===== src/rtl/seg_pkg.sv =====
// Segment pattern tables, blanking code and FSM state type shared by the
// scanned-display decoder and its pattern lookup.
package seg_pkg;

    localparam logic [6:0] SEG_BLANK = 7'h7F;

    // Active-low patterns, entry i is the pattern for nibble i.
    localparam logic [15:0][6:0] SEG_STD = {
        7'h0E, 7'h06, 7'h21, 7'h46, 7'h03, 7'h08, 7'h18, 7'h00,
        7'h78, 7'h02, 7'h12, 7'h19, 7'h30, 7'h24, 7'h79, 7'h40
    };

    localparam logic [15:0][6:0] SEG_ROT = {
        7'h31, 7'h30, 7'h0C, 7'h70, 7'h18, 7'h01, 7'h02, 7'h00,
        7'h47, 7'h10, 7'h12, 7'h0B, 7'h06, 7'h24, 7'h4F, 7'h40
    };

    typedef enum logic {
        IDLE    = 1'b0,
        COLLECT = 1'b1
    } state_t;

endpackage


===== src/rtl/seg_scan_decoder_sig2hex.sv =====
// Maps an active-low 7-segment pattern back to its hex nibble; ok=0 for unknown patterns.
// Latency: combinational; no flow control.
module sig2hex
    import seg_pkg::*;
#(
    parameter int ROTATE = 0
) (
    input  logic [6:0] seg,
    output logic [3:0] hex,
    output logic       ok
);

    localparam logic [15:0][6:0] TBL = (ROTATE != 0) ? SEG_ROT : SEG_STD;

    always_comb begin
        hex = 4'h0;
        ok  = 1'b0;
        for (int i = 0; i < 16; i++) begin
            if (seg == TBL[i]) begin
                hex = 4'(i);
                ok  = 1'b1;
            end
        end
    end

endmodule


===== src/rtl/seg_scan_decoder.sv =====
// Recovers the hex value shown on a scanned 7-segment bus: sync, debounce, decode, frame assembly.
// Latency: 2 + STABLE_CYC + 1 cycles from last digit settling to o_valid; passive monitor, no backpressure.
module seg_scan_decoder
    import seg_pkg::*;
#(
    parameter int NUM_DIG    = 4,
    parameter int STABLE_CYC = 8,
    parameter int ROTATE     = 0
) (
    input  logic                   i_clk,
    input  logic                   i_rstn,
    input  logic [6:0]             i_seg,
    input  logic [NUM_DIG-1:0]     i_dig,
    output logic [4*NUM_DIG-1:0]   o_value,
    output logic                   o_valid,
    output logic                   o_err,
    output logic [NUM_DIG-1:0]     o_err_dig
);

    localparam int                 IW     = (NUM_DIG > 1) ? $clog2(NUM_DIG) : 1;
    localparam logic [7:0]         STABLE = 8'(STABLE_CYC);
    localparam logic [NUM_DIG-1:0] ONE    = NUM_DIG'(1);
    localparam logic [NUM_DIG-1:0] FULL   = '1;

    logic [6:0]           seg_s1_q, seg_s2_q;
    logic [NUM_DIG-1:0]   dig_s1_q, dig_s2_q;
    logic [NUM_DIG+6:0]   prev_q;
    logic [7:0]           cnt_q, cnt_d;
    logic                 capt_q, capt_d;

    state_t               state_q, state_d;
    logic [NUM_DIG-1:0]   mask_q, mask_d;
    logic [4*NUM_DIG-1:0] shadow_q, shadow_d;
    logic [4*NUM_DIG-1:0] value_q, value_d;
    logic                 valid_q, valid_d;
    logic                 err_q, err_d;
    logic [NUM_DIG-1:0]   err_dig_q, err_dig_d;

    logic                 same, fresh, onehot, capture;
    logic [IW-1:0]        dig_idx;
    logic [3:0]           hex;
    logic                 hex_ok;

    sig2hex #(.ROTATE(ROTATE)) u_sig2hex (
        .seg (seg_s2_q),
        .hex (hex),
        .ok  (hex_ok)
    );

    // A dwell is captured exactly once, on the cycle its run length reaches STABLE_CYC.
    always_comb begin
        same    = ({dig_s2_q, seg_s2_q} == prev_q);
        cnt_d   = same ? ((cnt_q == STABLE) ? cnt_q : cnt_q + 8'd1) : 8'd1;
        fresh   = (cnt_d == STABLE) && !(same && capt_q);
        capt_d  = fresh || (same && capt_q);
        onehot  = (dig_s2_q != '0) && ((dig_s2_q & (dig_s2_q - ONE)) == '0);
        capture = fresh && onehot;
        dig_idx = '0;
        for (int i = 0; i < NUM_DIG; i++) begin
            if (dig_s2_q[i]) dig_idx = IW'(i);
        end
    end

    always_ff @(posedge i_clk or negedge i_rstn) begin
        if (!i_rstn) begin
            seg_s1_q <= '0;
            seg_s2_q <= '0;
            dig_s1_q <= '0;
            dig_s2_q <= '0;
            prev_q   <= '0;
            cnt_q    <= '0;
            capt_q   <= 1'b0;
        end else begin
            seg_s1_q <= i_seg;
            seg_s2_q <= seg_s1_q;
            dig_s1_q <= i_dig;
            dig_s2_q <= dig_s1_q;
            prev_q   <= {dig_s2_q, seg_s2_q};
            cnt_q    <= cnt_d;
            capt_q   <= capt_d;
        end
    end

    always_comb begin
        state_d   = state_q;
        mask_d    = mask_q;
        shadow_d  = shadow_q;
        value_d   = value_q;
        valid_d   = 1'b0;
        err_d     = 1'b0;
        err_dig_d = err_dig_q;
        case (state_q)
            IDLE: begin
                if (capture && dig_s2_q[0]) begin
                    if (hex_ok) begin
                        shadow_d[3:0] = hex;
                        mask_d        = ONE;
                        state_d       = COLLECT;
                    end else begin
                        err_d     = 1'b1;
                        err_dig_d = ONE;
                    end
                end
            end
            COLLECT: begin
                if (mask_q == FULL) begin
                    value_d = shadow_q;
                    valid_d = 1'b1;
                    mask_d  = '0;
                    state_d = IDLE;
                end else if (capture) begin
                    if (hex_ok && mask_q[dig_idx] && dig_idx == '0) begin
                        // Digit 0 seen again means a new scan began: realign rather than fail.
                        shadow_d[3:0] = hex;
                        mask_d        = ONE;
                    end else if (hex_ok && !mask_q[dig_idx]) begin
                        shadow_d[{dig_idx, 2'b00} +: 4] = hex;
                        mask_d[dig_idx]                 = 1'b1;
                    end else begin
                        err_d     = 1'b1;
                        err_dig_d = dig_s2_q;
                        mask_d    = '0;
                        state_d   = IDLE;
                    end
                end
            end
            default: begin
                mask_d  = '0;
                state_d = IDLE;
            end
        endcase
    end

    always_ff @(posedge i_clk or negedge i_rstn) begin
        if (!i_rstn) begin
            state_q   <= IDLE;
            mask_q    <= '0;
            shadow_q  <= '0;
            value_q   <= '0;
            valid_q   <= 1'b0;
            err_q     <= 1'b0;
            err_dig_q <= '0;
        end else begin
            state_q   <= state_d;
            mask_q    <= mask_d;
            shadow_q  <= shadow_d;
            value_q   <= value_d;
            valid_q   <= valid_d;
            err_q     <= err_d;
            err_dig_q <= err_dig_d;
        end
    end

    assign o_value   = value_q;
    assign o_valid   = valid_q;
    assign o_err     = err_q;
    assign o_err_dig = err_dig_q;

endmodule


===== config.mk =====
export PLATFORM = sky130hd
export DESIGN_NAME = seg_scan_decoder
export DESIGN_NICKNAME = d
export VERILOG_FILES = /design/src/rtl/seg_pkg.sv /design/src/rtl/seg_scan_decoder_sig2hex.sv /design/src/rtl/seg_scan_decoder.sv
export SDC_FILE = /design/constraint.sdc
export NUM_CORES = 1
export LEC_CHECK = 0
export CELL_PAD_IN_SITES_DETAIL_PLACEMENT = 0
export CELL_PAD_IN_SITES_GLOBAL_PLACEMENT = 1
export CORE_ASPECT_RATIO = 1.5
export CORE_MARGIN = 10
export CORE_UTILIZATION = 49
export CTS_CLUSTER_DIAMETER = 100
export DETAILED_ROUTE_END_ITERATION = 16
export PLACE_DENSITY = 0.89
export RECOVER_POWER = 50
export SYNTH_ARGS = -nofsm -noshare
export SYNTH_HDL_FRONTEND = slang
export SYNTH_HIERARCHICAL = 1
export SYNTH_SLANG_ARGS = --single-unit

===== constraint.sdc =====
create_clock -name i_clk -period 3.95 [get_ports i_clk]
set_clock_uncertainty 0.05 [all_clocks]
set_input_delay 0.395 -clock i_clk [delete_from_list [all_inputs] [get_ports i_clk]]
set_output_delay 0.395 -clock i_clk [all_outputs]
set_load 0.1 [all_outputs]

==> impl_results.md <==
- Status: complete, but fails checks
- Violated checks: capacitance limit, slew limit
- Syn Area/Cell: 10.9 um^2
- Reg2Reg Setup Slack: 0.82 ns
- Pin count of the biggest net entering global routing: 86
- CTS tree: built
- RSZ-0062 raised after global routing: false
- Syn nets: 398
- Crit path required time: 4.11 ns
- Routed length per instance: 14.6 um
- Clk Latency, worst-skew pair: 0.34 ns
- Slew margin rel.: -34.5%
- Synth Area in Simple Gates: 18.9%
- FP Rows: 40
- Setup crit end kind: flop
- EDFF count, synth: 0
- Multi-input gate area: 1700 um^2
- Total CTS buffers: 9
- CTS Buffer Depth: 2
- Total grt overflow: 0
- Crit-path max FO: 11
- Ranking of synthesized cells by area: dfrtp_1, mux2i_1, nand2_1
- Antenna diodes: 0
- Synth unique cells: 62
- Final Power: 1.92 mW
- Setup Fix Bufs, Post-CTS: 0
- Initial antenna violation count: 0
- Cell count after synthesis: 376
- PwrDens: 404 nW/um^2
- Detail Route Antenna Nets: 0
- DRT Pass-1 Iters: 4
- Main combinational cell family by area after synthesis: simple AND/OR/NAND/NOR gates
- # DRC: 0
- Yosys warnings: 6
- Final instance count without filler cells: 513
- I/O pin count: 35
- Via-to-Cell Ratio: 5.29
- Htree depth: 3
- Period utilization: 79.2%
- Iter 0 DRT Violations: 182
- FF+latch count, synth: 85
- Setup Crit Path Kind: reg2reg
- Main synth FF type: dfrtp_1
- Proportion of layout cells with a drive suffix above 1: 9.56%
- Post-synthesis adder-cell area fraction: 2.75%
- Nets: 425
- CTS Hold Bufs: 0
- Placed cells: 497
- Chip Height: 132 um
- Peak supply drop: 0.367 mV
- Max-cap violation count: 1
- CP peak stage delay: 0.55 ns
- Hold path cells: 0
- First-pass GRT wire length: 12900 um
- Complex-gate fraction of the synthesized area: 8.57%
- Hold crit path type: reg2reg
- Die ar.: 12500 um^2
- Layout area overhead: 16.2%
- Cell taking the most area after synthesis: dfrtp_1
- CP Depth: 9
- Slew of the pin with the lowest slew margin: 2.02 ns
- Filler cell count: 653
- Vias: 2714
- Buffers added on ports: 34
- Routability Congestion: 0.961
- Clock-pin slew on the worst setup and hold paths: 0.06 ns
- Clk sinks: 85
- Root Buffer: clkbuf_16
- Slew Viols, Final: 86
- Post-cts resize count: 0
- CP Data Arrival Time: 3.29 ns
- Sequential fraction of the synthesis area: 52.0%
- Final setup TNS: 0 ns
- FMAX: 0.320 GHz
- Portion of netlist area occupied by mux cells: 5.39%
- Commonest non-fill, non-tap cell in the layout: dfrtp_1
- Worst path buffer plus inverter count: 1
- Mapped Area: 4090 um^2
- Hold_ws: 0.297 ns
- Post-DP HPWL: 5380 um
- Asr flop ratio synth: 100%
- Delay-heaviest family, CP: simple AND/OR/NAND/NOR gates
- Register Area: 2130 um^2
- Util after Layout: 59.0%
- Number of global-route vias before repair: 2724
- Initial core utilization: 50.7%
- Final Setup Violations: 0
- GRT Total Usage: 12.9%
- Final wirelength: 7480 um
- Core area: 8060 um^2
- Slowest-stage cell, CP: dfrtp_1
- Pleak: 2.15 nW
- Most frequent cells in the layout: dfrtp_1, nand2_1, inv_1
- Reg2Reg Depth: 9
- Setup crit start kind: flop
- Post-layout min period: 3.13 ns
- Die width: 94.6 um
- Synth top area share: 52.0%
- Xor/xnor share of the synthesized area: 6.00%
- Final hold viol count: 0
- Crit path cell chain: nor2b_1 -> a22oi_1 -> o211ai_1 -> or4_1 -> inv_1 -> a2111oi_0 -> and4_1 -> nand2_4 -> mux2i_1
## cell families (layout without fill, tap and decap cells)
| family | after synthesis | count (layout) |
|---|---|---|
| flip-flops | 85 | 85 |
| AND/OR/NAND/NOR | 134 | 134 |
| multiplexers | 22 | 22 |
| XOR/XNOR | 22 | 22 |
| buffers and inverters | 51 | 83 |
| AO/OA/AOI/OAI | 53 | 53 |
| adder cells (fa/ha/maj) | 9 | 9 |
## flip-flops by register name (all words and copies together), names as in the netlist
| signal | count |
|---|---|
| state_q | 1 |
| o_valid | 1 |
| o_value | 16 |
| shadow_q | 16 |
| o_err | 1 |
| dig_s1_q | 4 |
| cnt_q | 8 |
| o_err_dig | 4 |
| prev_q | 11 |
| capt_q | 1 |
| seg_s2_q | 7 |
| dig_s2_q | 4 |
| seg_s1_q | 7 |
| mask_q | 4 |
## cells in the mapped netlist, types with 4 or more instances
cell type / n
dfrtp_1: 85
or3_1: 4
xnor2_1: 10
nor3_1: 6
xor2_1: 8
nand4_1: 7
mux2i_1: 22
buf_2: 5
o21ai_0: 18
a21oi_1: 8
ha_1: 9
buf_6: 7
inv_1: 32
nor2b_1: 6
and2_1: 4
nor2_1: 14
nand2_1: 54
## report_power, final
part	switching, mW	total [mW]	leakage (nW)	internal, mW
registers	0.0254	0.913	1.11	0.888
logic	0.0560	0.0963	0.878	0.0402
clock network	0.324	0.913	0.166	0.588
## routing by layer
layer / up-vias / part of all wire (%) / global-route usage (%)
met5: - / 0 / 0
met4: 0 / 1.6 / 5.26
met3: 9 / 4.8 / 4.56
met2: 61 / 52 / 21.3
met1: 1314 / 41 / 14.5
li1: 1330 / - / -
## stage by stage
| stage | worst slack (ns) | instance area, um^2 |
|---|---|---|
| after floorplan | 1.34 | 4090 |
| after global placement | 1.08 | 4420 |
| after detailed placement | 0.900 | 4420 |
| after CTS | 0.871 | 4760 |
| after global routing | 0.588 | 4750 |
| final | 0.824 | 4750 |
## worst paths after layout
check	startpoint	end
min in group asynchronous	i_rstn	o_value[9]
setup reg to reg	seg_s2_q[1]	shadow_q[9]
setup / recovery	seg_s2_q[1]	shadow_q[9]
hold / removal	dig_s1_q[1]	dig_s2_q[1]
max in group asynchronous	i_rstn	state_q
hold reg to reg	dig_s1_q[1]	dig_s2_q[1]
## final cells by class
cell class / count / area share (%)
Sequential cell: 85 / 44.7
Multi-Input combinational cell: 240 / 35.8
Timing Repair Buffer: 34 / 7.05
Clock buffer: 11 / 5.32
Tap cell: 105 / 2.76
Inverter: 33 / 2.61
Clock inverter: 5 / 1.74
Power figures use the tool's default switching activity.
